[src/rtl/fft_bfly_r2_pipe_if.sv]
// Stream interface for the radix-2 butterfly: input operand set and output result set,
// each with its own valid/ready pair.
interface fft_bfly_r2_pipe_if #(
  parameter int unsigned DW = 16,
  parameter int unsigned TW = 16
);
  logic                 in_valid;
  logic                 in_ready;
  logic signed [DW-1:0] a_re;
  logic signed [DW-1:0] a_im;
  logic signed [DW-1:0] b_re;
  logic signed [DW-1:0] b_im;
  logic signed [TW-1:0] w_re;
  logic signed [TW-1:0] w_im;
  logic                 scale;
  logic                 out_valid;
  logic                 out_ready;
  logic signed [DW-1:0] x0_re;
  logic signed [DW-1:0] x0_im;
  logic signed [DW-1:0] x1_re;
  logic signed [DW-1:0] x1_im;
  logic                 ovf;
  logic [15:0]          ovf_cnt;

  modport slave (
    input  in_valid, a_re, a_im, b_re, b_im, w_re, w_im, scale, out_ready,
    output in_ready, out_valid, x0_re, x0_im, x1_re, x1_im, ovf, ovf_cnt
  );

  modport master (
    output in_valid, a_re, a_im, b_re, b_im, w_re, w_im, scale, out_ready,
    input  in_ready, out_valid, x0_re, x0_im, x1_re, x1_im, ovf, ovf_cnt
  );
endinterface

[src/rtl/fft_bfly_r2_pipe.sv]
// Three-stage pipelined radix-2 DIT butterfly with global-stall flow control and saturation.
// Define BFLY_OVF_CNT_EN to build the saturating overflow event counter behind ovf_cnt.
module fft_bfly_r2_pipe #(
  parameter int unsigned DW = 16,
  parameter int unsigned TW = 16
) (
  input logic               clk,
  input logic               rst,
  fft_bfly_r2_pipe_if.slave bus
);
  localparam int unsigned PW = DW + TW;
  localparam int unsigned SW = DW + 3;
  localparam logic signed [PW:0]   RndK = {{(DW + 2){1'b0}}, 1'b1, {(TW - 2){1'b0}}};
  localparam logic signed [SW-1:0] MaxV = {4'b0000, {(DW - 1){1'b1}}};
  localparam logic signed [SW-1:0] MinV = {4'b1111, {(DW - 1){1'b0}}};

  typedef struct packed {
    logic signed [DW-1:0] a_re;
    logic signed [DW-1:0] a_im;
    logic signed [DW-1:0] b_re;
    logic signed [DW-1:0] b_im;
    logic signed [TW-1:0] w_re;
    logic signed [TW-1:0] w_im;
    logic                 sc;
  } s1_t;

  typedef struct packed {
    logic signed [DW-1:0] a_re;
    logic signed [DW-1:0] a_im;
    logic signed [PW-1:0] p_rr;
    logic signed [PW-1:0] p_ii;
    logic signed [PW-1:0] p_ri;
    logic signed [PW-1:0] p_ir;
    logic                 sc;
  } s2_t;

  typedef struct packed {
    logic signed [DW-1:0] x0_re;
    logic signed [DW-1:0] x0_im;
    logic signed [DW-1:0] x1_re;
    logic signed [DW-1:0] x1_im;
    logic                 ovf;
  } s3_t;

  logic adv;
  logic v1_q, v1_d, v2_q, v2_d, v3_q, v3_d;
  s1_t  s1_q, s1_d;
  s2_t  s2_q, s2_d;
  s3_t  s3_q, s3_d, res;

  logic signed [PW:0]   pr_re, pr_im;
  logic signed [DW+1:0] bw_re, bw_im;
  logic [DW:0]          r0_re, r0_im, r1_re, r1_im;

  // Returns {saturated, value}; optional halving happens before the clamp.
  function automatic logic [DW:0] sat_scale(input logic signed [SW-1:0] s, input logic sc);
    logic signed [SW-1:0] t;
    t = sc ? ((s + SW'(1)) >>> 1) : s;
    if (t > MaxV) return {1'b1, MaxV[DW-1:0]};
    if (t < MinV) return {1'b1, MinV[DW-1:0]};
    return {1'b0, t[DW-1:0]};
  endfunction

  assign adv          = !v3_q || bus.out_ready;
  assign bus.in_ready = adv;

  always_comb begin
    pr_re = (PW + 1)'($signed(s2_q.p_rr)) - (PW + 1)'($signed(s2_q.p_ii));
    pr_im = (PW + 1)'($signed(s2_q.p_ri)) + (PW + 1)'($signed(s2_q.p_ir));
    bw_re = (DW + 2)'((pr_re + RndK) >>> (TW - 1));
    bw_im = (DW + 2)'((pr_im + RndK) >>> (TW - 1));
    r0_re = sat_scale(SW'($signed(s2_q.a_re)) + SW'(bw_re), s2_q.sc);
    r0_im = sat_scale(SW'($signed(s2_q.a_im)) + SW'(bw_im), s2_q.sc);
    r1_re = sat_scale(SW'($signed(s2_q.a_re)) - SW'(bw_re), s2_q.sc);
    r1_im = sat_scale(SW'($signed(s2_q.a_im)) - SW'(bw_im), s2_q.sc);
    res.x0_re = r0_re[DW-1:0];
    res.x0_im = r0_im[DW-1:0];
    res.x1_re = r1_re[DW-1:0];
    res.x1_im = r1_im[DW-1:0];
    res.ovf   = r0_re[DW] | r0_im[DW] | r1_re[DW] | r1_im[DW];
  end

  // Whole pipe freezes on stall; data registers only load on valid slots.
  always_comb begin
    v1_d = v1_q;
    v2_d = v2_q;
    v3_d = v3_q;
    s1_d = s1_q;
    s2_d = s2_q;
    s3_d = s3_q;
    if (adv) begin
      v1_d = bus.in_valid;
      v2_d = v1_q;
      v3_d = v2_q;
      if (bus.in_valid) begin
        s1_d.a_re = bus.a_re;
        s1_d.a_im = bus.a_im;
        s1_d.b_re = bus.b_re;
        s1_d.b_im = bus.b_im;
        s1_d.w_re = bus.w_re;
        s1_d.w_im = bus.w_im;
        s1_d.sc   = bus.scale;
      end
      if (v1_q) begin
        s2_d.a_re = s1_q.a_re;
        s2_d.a_im = s1_q.a_im;
        s2_d.p_rr = PW'($signed(s1_q.b_re)) * PW'($signed(s1_q.w_re));
        s2_d.p_ii = PW'($signed(s1_q.b_im)) * PW'($signed(s1_q.w_im));
        s2_d.p_ri = PW'($signed(s1_q.b_re)) * PW'($signed(s1_q.w_im));
        s2_d.p_ir = PW'($signed(s1_q.b_im)) * PW'($signed(s1_q.w_re));
        s2_d.sc   = s1_q.sc;
      end
      if (v2_q) s3_d = res;
    end
  end

  always_ff @(posedge clk or negedge rst) begin
    if (!rst) begin
      v1_q <= 1'b0;
      v2_q <= 1'b0;
      v3_q <= 1'b0;
      s1_q <= '0;
      s2_q <= '0;
      s3_q <= '0;
    end else begin
      v1_q <= v1_d;
      v2_q <= v2_d;
      v3_q <= v3_d;
      s1_q <= s1_d;
      s2_q <= s2_d;
      s3_q <= s3_d;
    end
  end

  assign bus.out_valid = v3_q;
  assign bus.x0_re     = s3_q.x0_re;
  assign bus.x0_im     = s3_q.x0_im;
  assign bus.x1_re     = s3_q.x1_re;
  assign bus.x1_im     = s3_q.x1_im;
  assign bus.ovf       = s3_q.ovf;

`ifdef BFLY_OVF_CNT_EN
  logic [15:0] ovf_cnt_q, ovf_cnt_d;

  always_comb begin
    ovf_cnt_d = ovf_cnt_q;
    if (v3_q && bus.out_ready && s3_q.ovf && (ovf_cnt_q != 16'hFFFF)) begin
      ovf_cnt_d = ovf_cnt_q + 16'd1;
    end
  end

  always_ff @(posedge clk or negedge rst) begin
    if (!rst) ovf_cnt_q <= '0;
    else      ovf_cnt_q <= ovf_cnt_d;
  end

  assign bus.ovf_cnt = ovf_cnt_q;
`else
  assign bus.ovf_cnt = 16'h0000;
`endif
endmodule

[src/flat_wrapper.sv]
// flat-port wrapper written by rule: the top's interface ports become plain ports
module fft_bfly_r2_pipe_flat 
#(
  parameter int unsigned DW = 16,
  parameter int unsigned TW = 16
)
  (clk, rst, bus_in_valid, bus_a_re, bus_a_im, bus_b_re, bus_b_im, bus_w_re, bus_w_im, bus_scale, bus_out_ready, bus_in_ready, bus_out_valid, bus_x0_re, bus_x0_im, bus_x1_re, bus_x1_im, bus_ovf, bus_ovf_cnt);
  fft_bfly_r2_pipe_if #(.DW(DW), .TW(TW)) bus_i ();
  input logic clk;
  input logic rst;
  input wire logic [$bits(bus_i.in_valid)-1:0] bus_in_valid;
  input wire logic [$bits(bus_i.a_re)-1:0] bus_a_re;
  input wire logic [$bits(bus_i.a_im)-1:0] bus_a_im;
  input wire logic [$bits(bus_i.b_re)-1:0] bus_b_re;
  input wire logic [$bits(bus_i.b_im)-1:0] bus_b_im;
  input wire logic [$bits(bus_i.w_re)-1:0] bus_w_re;
  input wire logic [$bits(bus_i.w_im)-1:0] bus_w_im;
  input wire logic [$bits(bus_i.scale)-1:0] bus_scale;
  input wire logic [$bits(bus_i.out_ready)-1:0] bus_out_ready;
  output wire logic [$bits(bus_i.in_ready)-1:0] bus_in_ready;
  output wire logic [$bits(bus_i.out_valid)-1:0] bus_out_valid;
  output wire logic [$bits(bus_i.x0_re)-1:0] bus_x0_re;
  output wire logic [$bits(bus_i.x0_im)-1:0] bus_x0_im;
  output wire logic [$bits(bus_i.x1_re)-1:0] bus_x1_re;
  output wire logic [$bits(bus_i.x1_im)-1:0] bus_x1_im;
  output wire logic [$bits(bus_i.ovf)-1:0] bus_ovf;
  output wire logic [$bits(bus_i.ovf_cnt)-1:0] bus_ovf_cnt;
  assign bus_i.in_valid = bus_in_valid;
  assign bus_i.a_re = bus_a_re;
  assign bus_i.a_im = bus_a_im;
  assign bus_i.b_re = bus_b_re;
  assign bus_i.b_im = bus_b_im;
  assign bus_i.w_re = bus_w_re;
  assign bus_i.w_im = bus_w_im;
  assign bus_i.scale = bus_scale;
  assign bus_i.out_ready = bus_out_ready;
  assign bus_in_ready = bus_i.in_ready;
  assign bus_out_valid = bus_i.out_valid;
  assign bus_x0_re = bus_i.x0_re;
  assign bus_x0_im = bus_i.x0_im;
  assign bus_x1_re = bus_i.x1_re;
  assign bus_x1_im = bus_i.x1_im;
  assign bus_ovf = bus_i.ovf;
  assign bus_ovf_cnt = bus_i.ovf_cnt;
  fft_bfly_r2_pipe #(.DW(DW), .TW(TW)) u_core (.clk(clk), .rst(rst), .bus(bus_i));
endmodule
[config.mk]
export PLATFORM = sky130hd
export DESIGN_NAME = fft_bfly_r2_pipe_flat
export DESIGN_NICKNAME = d
export VERILOG_FILES = /design/src/rtl/fft_bfly_r2_pipe_if.sv /design/src/rtl/fft_bfly_r2_pipe.sv /design/src/flat_wrapper.sv
export SDC_FILE = /design/constraint.sdc
export NUM_CORES = 2
export LEC_CHECK = 0
export CORE_MARGIN = 1.5
export CORE_UTILIZATION = 40
export CTS_CLUSTER_DIAMETER = 150
export DETAILED_ROUTE_END_ITERATION = 12
export GPL_ROUTABILITY_DRIVEN = 0
export GPL_TIMING_DRIVEN = 0
export PLACE_DENSITY_LB_ADDON = 0.1
export SLEW_MARGIN = 0
export SYNTH_ARGS = -nofsm -noshare
export SYNTH_HDL_FRONTEND = slang
export SYNTH_SLANG_ARGS = --single-unit
export TNS_END_PERCENT = 1
[constraint.sdc]
create_clock -name clk -period 7.6 [get_ports clk]
set_clock_uncertainty 0.15 [all_clocks]
set_input_delay 1.52 -clock clk [delete_from_list [all_inputs] [get_ports clk]]
set_output_delay 1.52 -clock clk [all_outputs]
set_load 0.01 [all_outputs]
; After elaboration in Yosys (flattened, before gate mapping)
; Cells that the tools add are included.
[totals]
in_bits = 101
reg_bits = 326
word_cells = 86
out_inout_bits = 83
[classes]
add_sub_neg = 12
bitwise = 3
n_reduce_logical = 5
magnitude_cmp = 8
mux = 32
n_mul = 4
[ops]
columns = cell, count
row1 = $mux W17, 16
row2 = $mul A16 B16 Y32, 4
row3 = $add A19 B2 Y19 const B, 4
row4 = $gt A19 B16 Y1 const B, 4
row5 = $lt A19 B16 Y1 const B, 4
row6 = $mux W19, 4
row7 = $add A33 B16 Y33 const B, 2
row8 = $add A16 B18 Y19, 2
row9 = $sub A16 B18 Y19, 2
row10 = $add A32 B32 Y33, 1
row11 = $sub A32 B32 Y33, 1
row12 = $mux W1, 12
row13 = $reduce_and A2 Y1, 3
row14 = $or A1 B1 Y1, 3
row15 = $logic_not A1 Y1, 1
row16 = $logic_or A1 B1 Y1, 1

; Logic depth before layout (Yosys ltp)
[logic_depth]
ltp_word = 13
mapped_depth = 31
ltp_nobuf = 29

; Worst setup path after synthesis
; Ideal clock, no wire load.
[synth_timing]
path_type = reg-to-reg
from = register u_core.s1_q[18] in the netlist's numbering
to = register u_core.s2_q[31] in the netlist's numbering
slack_ns = 1.014
arrival_time_ns = 6.341
period_less_slack_ns = 6.586
stages_incl_launch_ff = 26
n_path_buf = 1
setup_time_ns = 0.095
t_required_ns = 7.355
path_cell_list = dfrtp_1 > clkbuf_1 > nand2_1 > fa_1 > inv_1 > fa_1 > inv_1 > fa_1 > fa_1 > inv_1 > fa_1 > inv_1 > fa_1 > inv_1 > ha_1 > a21o_1 > a21oi_1 > nor2b_1 > a311oi_1 > o21ai_0 > a21oi_1 > a211oi_1 > o31ai_1 > a21oi_1 > o21a_1 > o31ai_1
[synth_between]
elab_chain_cells = 1
[synth_rtl]
columns = item, line_no
row1 = from (decl), fft_bfly_r2_pipe.sv:47  ; s1_t s1_q, s1_d;
row2 = from (signal assigned), fft_bfly_r2_pipe.sv:122  ; s1_q <= '0;
row3 = from (signal assigned), fft_bfly_r2_pipe.sv:129  ; s1_q <= s1_d;
row4 = $mul A16 B16 Y32, fft_bfly_r2_pipe.sv:110  ; s2_d.p_ir = PW'($signed(s1_q.b_im)) * PW'($signed(s1_q.w_re));
row5 = to (signal assigned), fft_bfly_r2_pipe.sv:123  ; s2_q <= '0;
row6 = to (signal assigned), fft_bfly_r2_pipe.sv:130  ; s2_q <= s2_d;
row7 = to (decl), fft_bfly_r2_pipe.sv:48  ; s2_t s2_q, s2_d;
; Every way passes these cells.
; A chain may end at the register's enable or synchronous reset.

; Worst setup path after layout
[layout_timing]
from = register u_core.s1_q[28] in the netlist's numbering
to = register u_core.s2_q[127] in the netlist's numbering
[layout_between]
elab_chain_cells = 1
[layout_rtl]
columns = item, line_no
row1 = $mul A16 B16 Y32, fft_bfly_r2_pipe.sv:107  ; s2_d.p_rr = PW'($signed(s1_q.b_re)) * PW'($signed(s1_q.w_re));
; Every way passes these cells.

==> flow_summary.ini <==
[floorplanning]
io_pins = 184
die-height_um = 393
num_rows = 142
die_area_sq_um = 154000
start_util_pct = 40.4
chipWidth_um = 393
fp.coreArea_sq_um = 150000

[route]
via_count = 47700
wl_per_cell_um = 24.8
firstDrtPassIters = 6
drt_wl_total_mm = 222
antenna_left = 0
viasPerCell = 5.33
drcViolationCount = 0
drtIter0Drc = 3397

[global_routing]
grt_remaining_overflow = 0
grt_start_max_net_pins = 107
track_usage_pct = 29.1
antenna_found_initial = 17
grt_pass1_wl_mm = 325
first_global_vias = 48600

[layout]
n_fill_cell = 14900
num-nets-final = 8588
final_core_util_pct = 45.0
drive_gt1_share_pct = 8.28
syn_to_final_growth_pct = 11.4
fin_area_sq_um = 67800

[clock_tree]
clkTransAtPathRegs_ns = 0.06
cts_hold_buffers = 0
tritoncts = built
htree_levels = 2
numCtsBuffers = 45
cts_num_sinks = 326
cts_root_buf = clkbuf_16
clk_path_buf_depth = 3
clock_latency_ns = 0.67

[logic_synthesis]
yosys-top-cells-area = fa_1, dfrtp_1, ha_1
ys_seq_elements = 326
avgSynthCellArea_sq_um = 9.14
ys_warn_count = 0
muxShareOfSynthArea_pct = 2.92
yosys.area.top_type = fa_1
synthXorXnorAreaFrac_pct = 3.42
async_flop_share_pct = 100
synthTopCellsByCount = inv_1, fa_1, nand2_1, ha_1, and2_1
synth_seq_area_share_pct = 13.4
yosys.area_share.simple_pct = 14.7
synth_fa_ha_area_share_pct = 45.6
synth_top_family_by_area = adder cells
synth_edf_count = 0
syn_area_sq_um = 60900
ys_types = 96
yosysTopAreaCellShare_pct = 34.6
post_synth_inst_count = 6661
synth_compound_area_share_pct = 10.0
yosysMostFrequentCell = inv_1
ys.flop_type = dfrtp_1

[timing]
max_freq_mhz = 130
fin_ws_ns = -0.0675
hold_viol = 0
slew_violations = 0
timing.slew.headroom_pct = 6.60
final.min_clock_period_ns = 7.67
worstMarginPinSlew_ns = 1.40
timing.hold.ws_ns = 0.327
rsz0062_at_grt = yes
finalSetupViolCount = 2
fin_crit_sh_pct = 101

[setup_path]
worstSetupPathType = reg2reg
critPathMostFrequentCell = fa_1
r2r-end = u_core.s2_q[127]
worst-r2r-setup-slack_ns = -0.07
reg2regPathDepth = 23
r2r_start = u_core.s1_q[28]
critPathMaxFanout = 10
slowest_delay_ns = 0.76
critPathCaptureType = flop
cp.arrival_ns = 8.08
cp-startpoint = u_core.s1_q[28]
start_kind = flop
critical-path-slowest-cell = clkbuf_1
worstPathCellList = clkbuf_1 -> and2_1 -> fa_1 -> inv_1 -> fa_1 -> fa_1 -> fa_1 -> fa_1 -> inv_1 -> fa_1 -> ha_1 -> clkbuf_1 -> a21o_1 -> a21o_1 -> a21oi_1 -> nor2b_1 -> o21ai_0 -> o311a_1 -> a21boi_0 -> o31a_1 -> o211a_1 -> or3_1 -> a31o_2
cp.required_ns = 8.01
crit_path_end = u_core.s2_q[127]

[outcome]
status = complete, but fails checks
violations = negative setup slack

[placement]
place_area_sq_um = 65200
port_buffers = 167
hpwl_mm = 185
place_ws_ns = -1.96

[worst_hold_path]
hold_class = reg2reg

[job]
drv_cap = 0
[per-stage QoR]
stage	setup TNS, ns	std cells
CTS	-0.102	8948
floorplan	0	6676
global placement	-3565.92	8859
detailed placement	-47.61	8863
global route	-5.06	8950
finish	-0.0682	8953
[repair_timing]
item / in CTS / in global routing
gates resized for setup: 217 / 168
setup endpoints to repair: 93 / 89
buffers inserted: 4 / 4
pin swaps: 6 / 17
[registers in the layout (all words and copies together) (netlist names)]
register and cells:
u_core.v1_q 1, u_core.bus.x1_re 16, u_core.bus.out_valid 1, u_core.v2_q 1
u_core.s2_q 161, u_core.bus.x0_im 16, u_core.bus.x0_re 16, u_core.bus.ovf 1
u_core.bus.x1_im 16, u_core.s1_q 97
[cells in the final DEF, fill, tap and decap left out, types with 153 or more instances in the layout]
| cell | instances |
|---|---|
| inv_1 | 1257 |
| fa_1 | 1050 |
| a21oi_1 | 220 |
| o21ai_0 | 232 |
| nand2_1 | 831 |
| nor2_1 | 153 |
| dfrtp_1 | 308 |
| xnor2_1 | 158 |
| and2_1 | 422 |
| ha_1 | 534 |
| clkdlybuf4s50_1 | 166 |
[final cells by class]
cell class	instances	area, sq um	area share, %
Sequential cell	326	8180	12.1
Timing Repair Buffer	179	1850	2.72
Clock inverter	24	352	0.519
Tap cell	2016	2520	3.72
Inverter	1262	4740	6.99
Antenna cell	3	7.51	0.0111
Multi-Input combinational cell	4763	47300	69.7
Buffer	323	1640	2.41
Clock buffer	57	1240	1.83
[worst max-delay path: cells and delay by family (launching register included)]
family / cells / cell delay (ns)
flip-flops: 1 / 0.58
AO/OA/AOI/OAI: 9 / 1.96
buffers and inverters: 4 / 1.08
adder cells (fa/ha/maj): 7 / 3.08
AND/OR/NAND/NOR: 3 / 0.70
[worst min-delay path by stage]
| stage | start | to | cells after the start |
|---|---|---|---|
| final | u_core.s1_q[0] | u_core.s2_q[0] | 2 |
| after detailed placement | u_core.s1_q[0] | u_core.s2_q[0] | 2 |
| after CTS | u_core.s1_q[0] | u_core.s2_q[0] | 2 |
| after global routing | u_core.s2_q[81] | u_core.s2_q[81] | 2 |
| after floorplan | u_core.s2_q[97] | u_core.s2_q[97] | 2 |
| after global placement | u_core.s1_q[65] | u_core.s2_q[129] | 2 |
[layer usage]
layer / vias up / wire length [um] / global-route usage, %
li1: 21400 / - / -
met3: 454 / 15900 / 5.57
met4: 4 / 14200 / 15.5
met1: 24100 / 92000 / 37.5
met5: - / 26 / 0
met2: 1748 / 99500 / 46.3
[logic make-up after synthesis]
kind of cell / after synthesis
buffers and inverters: 1587
AOI/OAI and AO/OA: 940
xor gates and xnor gates: 235
muxes: 159
and+or+nand+nor: 1826
DFF: 326
adders and majority gates: 1587
other: 1
Power is left out: the tool's default activity adds up to more than one toggle a clock period on the data nets, which glitch-free logic cannot reach.
